[config.mk]
export PLATFORM = sky130hd
export DESIGN_NAME = ddr3_emif_arbiter
export DESIGN_NICKNAME = d
export VERILOG_FILES = /design/src/rtl/ddr3_arb_pkg.sv /design/src/rtl/ddr3_arb_tag_fifo.sv /design/src/rtl/ddr3_emif_arbiter.sv
export SDC_FILE = /design/constraint.sdc
export NUM_CORES = 1
export LEC_CHECK = 0
export BUFFER_PORTS_ARGS = -buffer_cell sky130_fd_sc_hd__buf_2
export CORE_AREA = 2 2 678 680
export DETAILED_ROUTE_END_ITERATION = 8
export DIE_AREA = 0 0 680 682
export GPL_ROUTABILITY_DRIVEN = 0
export SKIP_CTS_REPAIR_TIMING = 1
export SLEW_MARGIN = 20
export SYNTH_ARGS = -nofsm -noshare
export SYNTH_HDL_FRONTEND = slang
export SYNTH_HIERARCHICAL = 1
export SYNTH_SLANG_ARGS = --single-unit
[constraint.sdc]
create_clock -name ddr3_emif_clk -period 5.1 [get_ports ddr3_emif_clk]
set_input_delay 0.51 -clock ddr3_emif_clk [delete_from_list [all_inputs] [get_ports ddr3_emif_clk]]
set_output_delay 0.51 -clock ddr3_emif_clk [all_outputs]
set_load 0.01 [all_outputs]
[src/rtl/ddr3_arb_pkg.sv]
// Shared constants and types for the two-master DDR3 EMIF arbiter.
// Optional statistics are enabled with the DDR3_ARB_STATS_EN macro (see ddr3_emif_arbiter).
package ddr3_arb_pkg;

    localparam int ADDR_W    = 25;
    localparam int DATA_W    = 256;
    localparam int BE_W      = DATA_W / 8;
    localparam int BURST_W   = 5;
    localparam int TAG_DEPTH = 16;

    typedef enum logic [1:0] {
        ARB    = 2'd0,
        CMD    = 2'd1,
        WBURST = 2'd2
    } arb_state_e;

    typedef struct packed {
        logic               id;
        logic [BURST_W-1:0] burst;
    } tag_t;

    localparam int TAG_W = $bits(tag_t);

    // A zero burstcount is serviced as a single beat.
    function automatic logic [BURST_W-1:0] burst_norm(input logic [BURST_W-1:0] b);
        return (b == '0) ? BURST_W'(1) : b;
    endfunction

endpackage

[src/rtl/ddr3_arb_tag_fifo.sv]
// Show-ahead synchronous FIFO holding {master id, burst} for every read in flight.
// Push and pop in the same cycle are both honoured and leave the count unchanged.
module ddr3_arb_tag_fifo #(
    parameter int WIDTH = 6,
    parameter int DEPTH = 16
) (
    input  logic             clk,
    input  logic             rst_n,
    input  logic             push,
    input  logic [WIDTH-1:0] push_data,
    input  logic             pop,
    output logic [WIDTH-1:0] head,
    output logic             full,
    output logic             empty
);

    localparam int PTR_W = $clog2(DEPTH);

    logic [WIDTH-1:0] mem_q [DEPTH];
    logic [PTR_W-1:0] wr_ptr_q, wr_ptr_d;
    logic [PTR_W-1:0] rd_ptr_q, rd_ptr_d;
    logic [PTR_W:0]   count_q, count_d;
    logic             do_push;
    logic             do_pop;

    assign full    = (count_q == (PTR_W+1)'(DEPTH));
    assign empty   = (count_q == '0);
    assign head    = mem_q[rd_ptr_q];
    assign do_push = push & ~full;
    assign do_pop  = pop & ~empty;

    always_comb begin
        wr_ptr_d = wr_ptr_q + (do_push ? PTR_W'(1) : PTR_W'(0));
        rd_ptr_d = rd_ptr_q + (do_pop ? PTR_W'(1) : PTR_W'(0));
        count_d  = count_q + (PTR_W+1)'(do_push) - (PTR_W+1)'(do_pop);
    end

    always_ff @(posedge clk) begin
        if (!rst_n) begin
            wr_ptr_q <= '0;
            rd_ptr_q <= '0;
            count_q  <= '0;
        end else begin
            wr_ptr_q <= wr_ptr_d;
            rd_ptr_q <= rd_ptr_d;
            count_q  <= count_d;
        end
    end

    always_ff @(posedge clk) begin
        if (do_push) begin
            mem_q[wr_ptr_q] <= push_data;
        end
    end

endmodule

[src/rtl/ddr3_emif_arbiter.sv]
// Round-robin arbiter sharing one DDR3 EMIF Avalon-MM port between m0 and m1, with write-burst lock
// and in-order read return routing. Define DDR3_ARB_STATS_EN for command/wait counters and orphan flag.
module ddr3_emif_arbiter
    import ddr3_arb_pkg::*;
(
    input  logic               ddr3_emif_clk,
    input  logic               ddr3_emif_rst_n,
    input  logic               m0_read,
    input  logic               m0_write,
    input  logic [ADDR_W-1:0]  m0_addr,
    input  logic [BURST_W-1:0] m0_burst_count,
    input  logic [DATA_W-1:0]  m0_write_data,
    input  logic [BE_W-1:0]    m0_byte_enable,
    output logic               m0_waitrequest,
    output logic [DATA_W-1:0]  m0_read_data,
    output logic               m0_read_data_valid,
    input  logic               m1_read,
    input  logic               m1_write,
    input  logic [ADDR_W-1:0]  m1_addr,
    input  logic [BURST_W-1:0] m1_burst_count,
    input  logic [DATA_W-1:0]  m1_write_data,
    input  logic [BE_W-1:0]    m1_byte_enable,
    output logic               m1_waitrequest,
    output logic [DATA_W-1:0]  m1_read_data,
    output logic               m1_read_data_valid,
    input  logic               ddr3_emif_ready,
    output logic               ddr3_emif_read,
    output logic               ddr3_emif_write,
    output logic [ADDR_W-1:0]  ddr3_emif_addr,
    output logic [DATA_W-1:0]  ddr3_emif_write_data,
    output logic [BE_W-1:0]    ddr3_emif_byte_enable,
    output logic [BURST_W-1:0] ddr3_emif_burst_count,
    input  logic [DATA_W-1:0]  ddr3_emif_read_data,
    input  logic               ddr3_emif_rddata_valid,
    output arb_state_e         dbg_state
`ifdef DDR3_ARB_STATS_EN
    ,
    output logic [31:0]        stat_cmd_cnt0,
    output logic [31:0]        stat_cmd_cnt1,
    output logic [31:0]        stat_wait_cnt,
    output logic               stat_err
`endif
);

    arb_state_e         state_q, state_d;
    logic               grant_q, grant_d;
    logic               last_grant_q, last_grant_d;
    logic [BURST_W-1:0] wbeats_q, wbeats_d;
    logic [BURST_W-1:0] rbeats_q, rbeats_d;

    logic               sel_read, sel_write;
    logic [BURST_W-1:0] sel_burst_n;
    logic               busy, cmd_read, cmd_write, accept;
    logic               elig0, elig1;

    tag_t               push_tag, head_tag;
    logic [TAG_W-1:0]   head_raw;
    logic               tag_push, tag_pop, tag_full, tag_empty;
    logic [BURST_W-1:0] rd_cur;
    logic               rd_hit;

    assign sel_read    = grant_q ? m1_read  : m0_read;
    assign sel_write   = grant_q ? m1_write : m0_write;
    assign sel_burst_n = burst_norm(grant_q ? m1_burst_count : m0_burst_count);

    assign busy      = (state_q == CMD) || (state_q == WBURST);
    assign cmd_write = busy & sel_write;
    assign cmd_read  = (state_q == CMD) & sel_read & ~sel_write;
    assign accept    = ddr3_emif_ready & (cmd_read | cmd_write);

    assign ddr3_emif_read        = cmd_read;
    assign ddr3_emif_write       = cmd_write;
    assign ddr3_emif_addr        = grant_q ? m1_addr        : m0_addr;
    assign ddr3_emif_write_data  = grant_q ? m1_write_data  : m0_write_data;
    assign ddr3_emif_byte_enable = grant_q ? m1_byte_enable : m0_byte_enable;
    assign ddr3_emif_burst_count = sel_burst_n;

    assign m0_waitrequest = ~(busy & ~grant_q & ddr3_emif_ready);
    assign m1_waitrequest = ~(busy &  grant_q & ddr3_emif_ready);

    // Reads are only eligible while a tag slot is free to route their return.
    assign elig0 = m0_write | (m0_read & ~tag_full);
    assign elig1 = m1_write | (m1_read & ~tag_full);

    assign push_tag.id    = grant_q;
    assign push_tag.burst = sel_burst_n;

    always_comb begin
        state_d      = state_q;
        grant_d      = grant_q;
        last_grant_d = last_grant_q;
        wbeats_d     = wbeats_q;
        tag_push     = 1'b0;
        case (state_q)
            ARB: begin
                if (elig0 | elig1) begin
                    state_d = CMD;
                    grant_d = (elig0 & elig1) ? ~last_grant_q : elig1;
                end
            end
            CMD: begin
                if (!(cmd_read | cmd_write)) begin
                    state_d = ARB;
                end else if (accept) begin
                    if (cmd_read) begin
                        tag_push     = 1'b1;
                        state_d      = ARB;
                        last_grant_d = grant_q;
                    end else if (sel_burst_n == BURST_W'(1)) begin
                        state_d      = ARB;
                        last_grant_d = grant_q;
                    end else begin
                        wbeats_d = sel_burst_n - BURST_W'(1);
                        state_d  = WBURST;
                    end
                end
            end
            WBURST: begin
                if (accept) begin
                    wbeats_d = wbeats_q - BURST_W'(1);
                    if (wbeats_q == BURST_W'(1)) begin
                        state_d      = ARB;
                        last_grant_d = grant_q;
                    end
                end
            end
            default: state_d = ARB;
        endcase
    end

    // rbeats_q == 0 means the head tag's burst has not been loaded yet.
    assign head_tag = head_raw;
    assign rd_cur   = (rbeats_q == '0) ? head_tag.burst : rbeats_q;
    assign rd_hit   = ddr3_emif_rddata_valid & ~tag_empty;
    assign tag_pop  = rd_hit & (rd_cur == BURST_W'(1));

    always_comb begin
        rbeats_d = rbeats_q;
        if (rd_hit) begin
            rbeats_d = tag_pop ? '0 : rd_cur - BURST_W'(1);
        end
    end

    assign m0_read_data       = ddr3_emif_read_data;
    assign m1_read_data       = ddr3_emif_read_data;
    assign m0_read_data_valid = rd_hit & ~head_tag.id;
    assign m1_read_data_valid = rd_hit &  head_tag.id;

    always_ff @(posedge ddr3_emif_clk) begin
        if (!ddr3_emif_rst_n) begin
            state_q      <= ARB;
            grant_q      <= 1'b0;
            last_grant_q <= 1'b1;
            wbeats_q     <= '0;
            rbeats_q     <= '0;
        end else begin
            state_q      <= state_d;
            grant_q      <= grant_d;
            last_grant_q <= last_grant_d;
            wbeats_q     <= wbeats_d;
            rbeats_q     <= rbeats_d;
        end
    end

    assign dbg_state = state_q;

    ddr3_arb_tag_fifo #(
        .WIDTH (TAG_W),
        .DEPTH (TAG_DEPTH)
    ) u_tag_fifo (
        .clk       (ddr3_emif_clk),
        .rst_n     (ddr3_emif_rst_n),
        .push      (tag_push),
        .push_data (push_tag),
        .pop       (tag_pop),
        .head      (head_raw),
        .full      (tag_full),
        .empty     (tag_empty)
    );

`ifdef DDR3_ARB_STATS_EN
    logic [31:0] cmd_cnt0_q, cmd_cnt0_d;
    logic [31:0] cmd_cnt1_q, cmd_cnt1_d;
    logic [31:0] wait_cnt_q, wait_cnt_d;
    logic        err_q, err_d;
    logic        cmd_accept, any_stall;

    assign cmd_accept = (state_q == CMD) & accept;
    assign any_stall  = ((m0_read | m0_write) & m0_waitrequest) |
                        ((m1_read | m1_write) & m1_waitrequest);

    always_comb begin
        cmd_cnt0_d = cmd_cnt0_q + ((cmd_accept & ~grant_q) ? 32'd1 : 32'd0);
        cmd_cnt1_d = cmd_cnt1_q + ((cmd_accept &  grant_q) ? 32'd1 : 32'd0);
        wait_cnt_d = wait_cnt_q + (any_stall ? 32'd1 : 32'd0);
        err_d      = err_q | (ddr3_emif_rddata_valid & tag_empty);
    end

    always_ff @(posedge ddr3_emif_clk) begin
        if (!ddr3_emif_rst_n) begin
            cmd_cnt0_q <= '0;
            cmd_cnt1_q <= '0;
            wait_cnt_q <= '0;
            err_q      <= 1'b0;
        end else begin
            cmd_cnt0_q <= cmd_cnt0_d;
            cmd_cnt1_q <= cmd_cnt1_d;
            wait_cnt_q <= wait_cnt_d;
            err_q      <= err_d;
        end
    end

    assign stat_cmd_cnt0 = cmd_cnt0_q;
    assign stat_cmd_cnt1 = cmd_cnt1_q;
    assign stat_wait_cnt = wait_cnt_q;
    assign stat_err      = err_q;
`endif

endmodule

==> out/metrics.yaml <==
status:
  outcome: "complete, but fails checks"
  violations: "antenna violations"
setup_path:
  worstSetupEndpointType: "flop"
  required_ns: 5.41
  regToRegStartpoint: "u_tag_fifo/rd_ptr_q[0]"
  crit-reg2reg-capture: "u_tag_fifo/count_q[4]"
  critPathKind: "flop to flop"
  r2r_slack_ns: 0.68
  worstRegToRegCells: 19
  critPathMaxFanout: 10
  critPathArrivalTime_ns: 4.72
  crit_path_start_kind: "flop"
flow_run:
  cap_violations: 0
floorplan:
  initial_utilization_pct: 2.90
  fp.dieW_um: 680
  row_count: 249
  fp.coreArea_um2: 457000
  die_h_um: 682
  ios: 1738
  dieArea_um2: 464000
synthesis:
  synth_cells: 1261
  syn_nets: 2181
  ys_ff_latch: 123
  synthArstFlopShare_pct: 0
  synth.distinct_cells: 59
  synth_edf_count: 96
  synth-seq-area-share_pct: 25.8
  yosysTopAreaCell: "buf_4"
  syn_area_per_cell_um2: 10.5
  yosys-top-cells-area: "buf_4, mux2_2, edfxtp_1"
  yosys_warnings: 6
  synth_ff_type: "edfxtp_1"
  syn_area_um2: 13300
  synth_top_cell_area_share_pct: 29.6
layout:
  drive_above_1_share_pct: 78.3
  final_util_pct: 5.06
  final_nets: 2616
  fin_area_um2: 23100
  area_growth_syn_to_layout_pct: 74.2
  layout.cells.non_filler: 8114
clocking:
  htreeDepth: 4
  root_buffer: "clkbuf_16"
  cts_sinks: 123
  clock_latency_ns: 0.41
  tritoncts: "built"
  numCtsBuffers: 17
  clockBufferDepth: 2
  cts.clk_slew.worst_paths_ns: 0.06
route:
  wl_per_cell_um: 46.5
  drc: 0
  vias: 15600
  vias_per_cell: 1.92
  drtAntennaViolNets: 1
  drt_iter0_drc: 1768
  drt-total-wl_um: 377000
  firstDrtPassIters: 6
power:
  p_leak_nw: 7.18
  pwr_density_cell_nw_per_um2: 176
  p_total_mw: 4.07
  peakVddDrop_mv: 0.216
global_route:
  antenna_found_initial: 448
  grt_start_max_net_pins: 113
  grt_use_total_pct: 15.5
  grt_pass1_vias: 11800
  grt_remaining_overflow: 0
  grt_pass1_wl_um: 399000
sta:
  min_period_ns: 4.42
  setup-violations-final: 0
  timing.hold.ws_ns: 0.486
  tns_ns: 0
  timing.fmax_ghz: 0.226
  rsz0062_at_grt: "false"
  slew_viol_final: 0
  finalClockSkew_ns: 0.00828
  max_slew_margin_pct: 26.4
  worst_pin_slew_ns: 1.10
  finalHoldViolations: 0
  period_share_pct: 86.6
  fin_ws_ns: 0.683
hold_path:
  worstHoldStart: "wbeats_q[4]"
  hold_path_depth: 2
  hold_path.class: "flop to flop"
  hold-path-endpoint: "wbeats_q[4]"
placed_design:
  dpl_cell_area_um2: 21600
  dp_slack_ns: 0.742
  io_buffers: 969
  hpwl_um: 357000
  dp.cells: 7701
## layer usage
metal | track usage, % | vias to the layer above | wire (um) | part of all wire [%]
met2 | 24.8 | 2778 | 172000 | 46
met4 | 6.14 | 210 | 17200 | 4.6
li1 | - | 5202 | - | -
met1 | 11.4 | 6475 | 92500 | 25
met3 | 17.4 | 952 | 92800 | 25
met5 | 2.16 | - | 2880 | 0.76
## cell usage in the layout, fill, tap and decap left out, drive strengths merged, types with 12 or more instances in the layout
cell type	instances
mux4	24
edfxtp	96
mux2	316
inv	26
dfxtp	27
buf	979
nor2	24
nand2	21
a22oi	12
and2	14
ha	19
clkbuf	20
diode	381
## critical path: stages (launching register included)
cell and delay [ns]:
dfxtp_1 0.32, buf_4 0.20, buf_4 0.25, mux4_1 0.57, a22oi_1 0.17, nand2_1 0.11
a31oi_1 0.25, ha_1 0.21, and2_4 0.13, and4_1 0.26, nor2b_1 0.26, ha_1 0.27
inv_1 0.06, ha_1 0.16, inv_1 0.06, fa_1 0.38, nand2b_1 0.17, a21oi_1 0.19
o21ai_0 0.09, and3b_1 0.18
## where the power goes
group	internal, mW	switching (mW)
sequential	1.11	0.0250
clock	0.714	0.426
combinational	0.700	1.09
## cell usage after synthesis (all sizes together) (2+ instances only)
master,number
xnor2,5
o21ai,8
nor3,10
buf,556
a22oi,12
nand4,2
dfxtp,27
nor2b,7
mux4,24
and2,14
mux2,316
nor4b,2
edfxtp,96
a21oi,8
ha,19
a211oi,2
mux2i,9
o2111ai,3
xor2,5
nor2,24
o31ai,3
inv,25
o211ai,3
nand3,7
nor3b,3
a31oi,6
nand2,21
nand3b,4
o22ai,2
nand2b,9
clkbuf,7
or3,3
a21o,3
## worst max path at each step
| stage | start | end | slack [ns] | depth (start not counted) |
|---|---|---|---|---|
| finish | u_tag_fifo/rd_ptr_q[0] | u_tag_fifo/count_q[4] | 0.68 | 19 |
| detailed placement | u_tag_fifo/rd_ptr_q[0] | u_tag_fifo/count_q[4] | 0.74 | 19 |
| global route | u_tag_fifo/rd_ptr_q[0] | u_tag_fifo/count_q[4] | 0.38 | 19 |
| floorplan | u_tag_fifo/rd_ptr_q[0] | u_tag_fifo/count_q[4] | 1.09 | 21 |
| global placement | u_tag_fifo/rd_ptr_q[0] | u_tag_fifo/count_q[4] | 0.74 | 19 |
| CTS | u_tag_fifo/rd_ptr_q[0] | u_tag_fifo/count_q[4] | 0.72 | 19 |
## final cells by class
cell class              instances  area [um2]
clock inverters                12         124
clock buffers                  20         437
repair buffers                979        4950
flip-flops and latches        123        3430
fillers                     54100      434000
inverters                      25        93.8
multi-input cells             550        5620
well taps                    6024        7540
diodes                        381         953
## cells by family (layout without fill, tap and decap cells)
logic type	count (synthesis)	after routing	share of synthesized area [%]
other cells	0	381	0
xor+xnor	10	10	0.659
simple gates	115	115	4.80
buf+inv	588	1036	32.0
mux	349	349	31.9
flops	123	123	25.8
fa+ha+maj	20	20	1.94
compound gates	56	56	2.88
## flip-flops by register name, summed over array words and instances (netlist names)
name                 flops
u_tag_fifo/mem_q        96
u_tag_fifo/rd_ptr_q      4
u_tag_fifo/wr_ptr_q      4
last_grant_q             1
rbeats_q                 5
grant_q                  1
u_tag_fifo/count_q       5
dbg_state                2
wbeats_q                 5
Note: power is estimated with default switching activity, not from simulation.
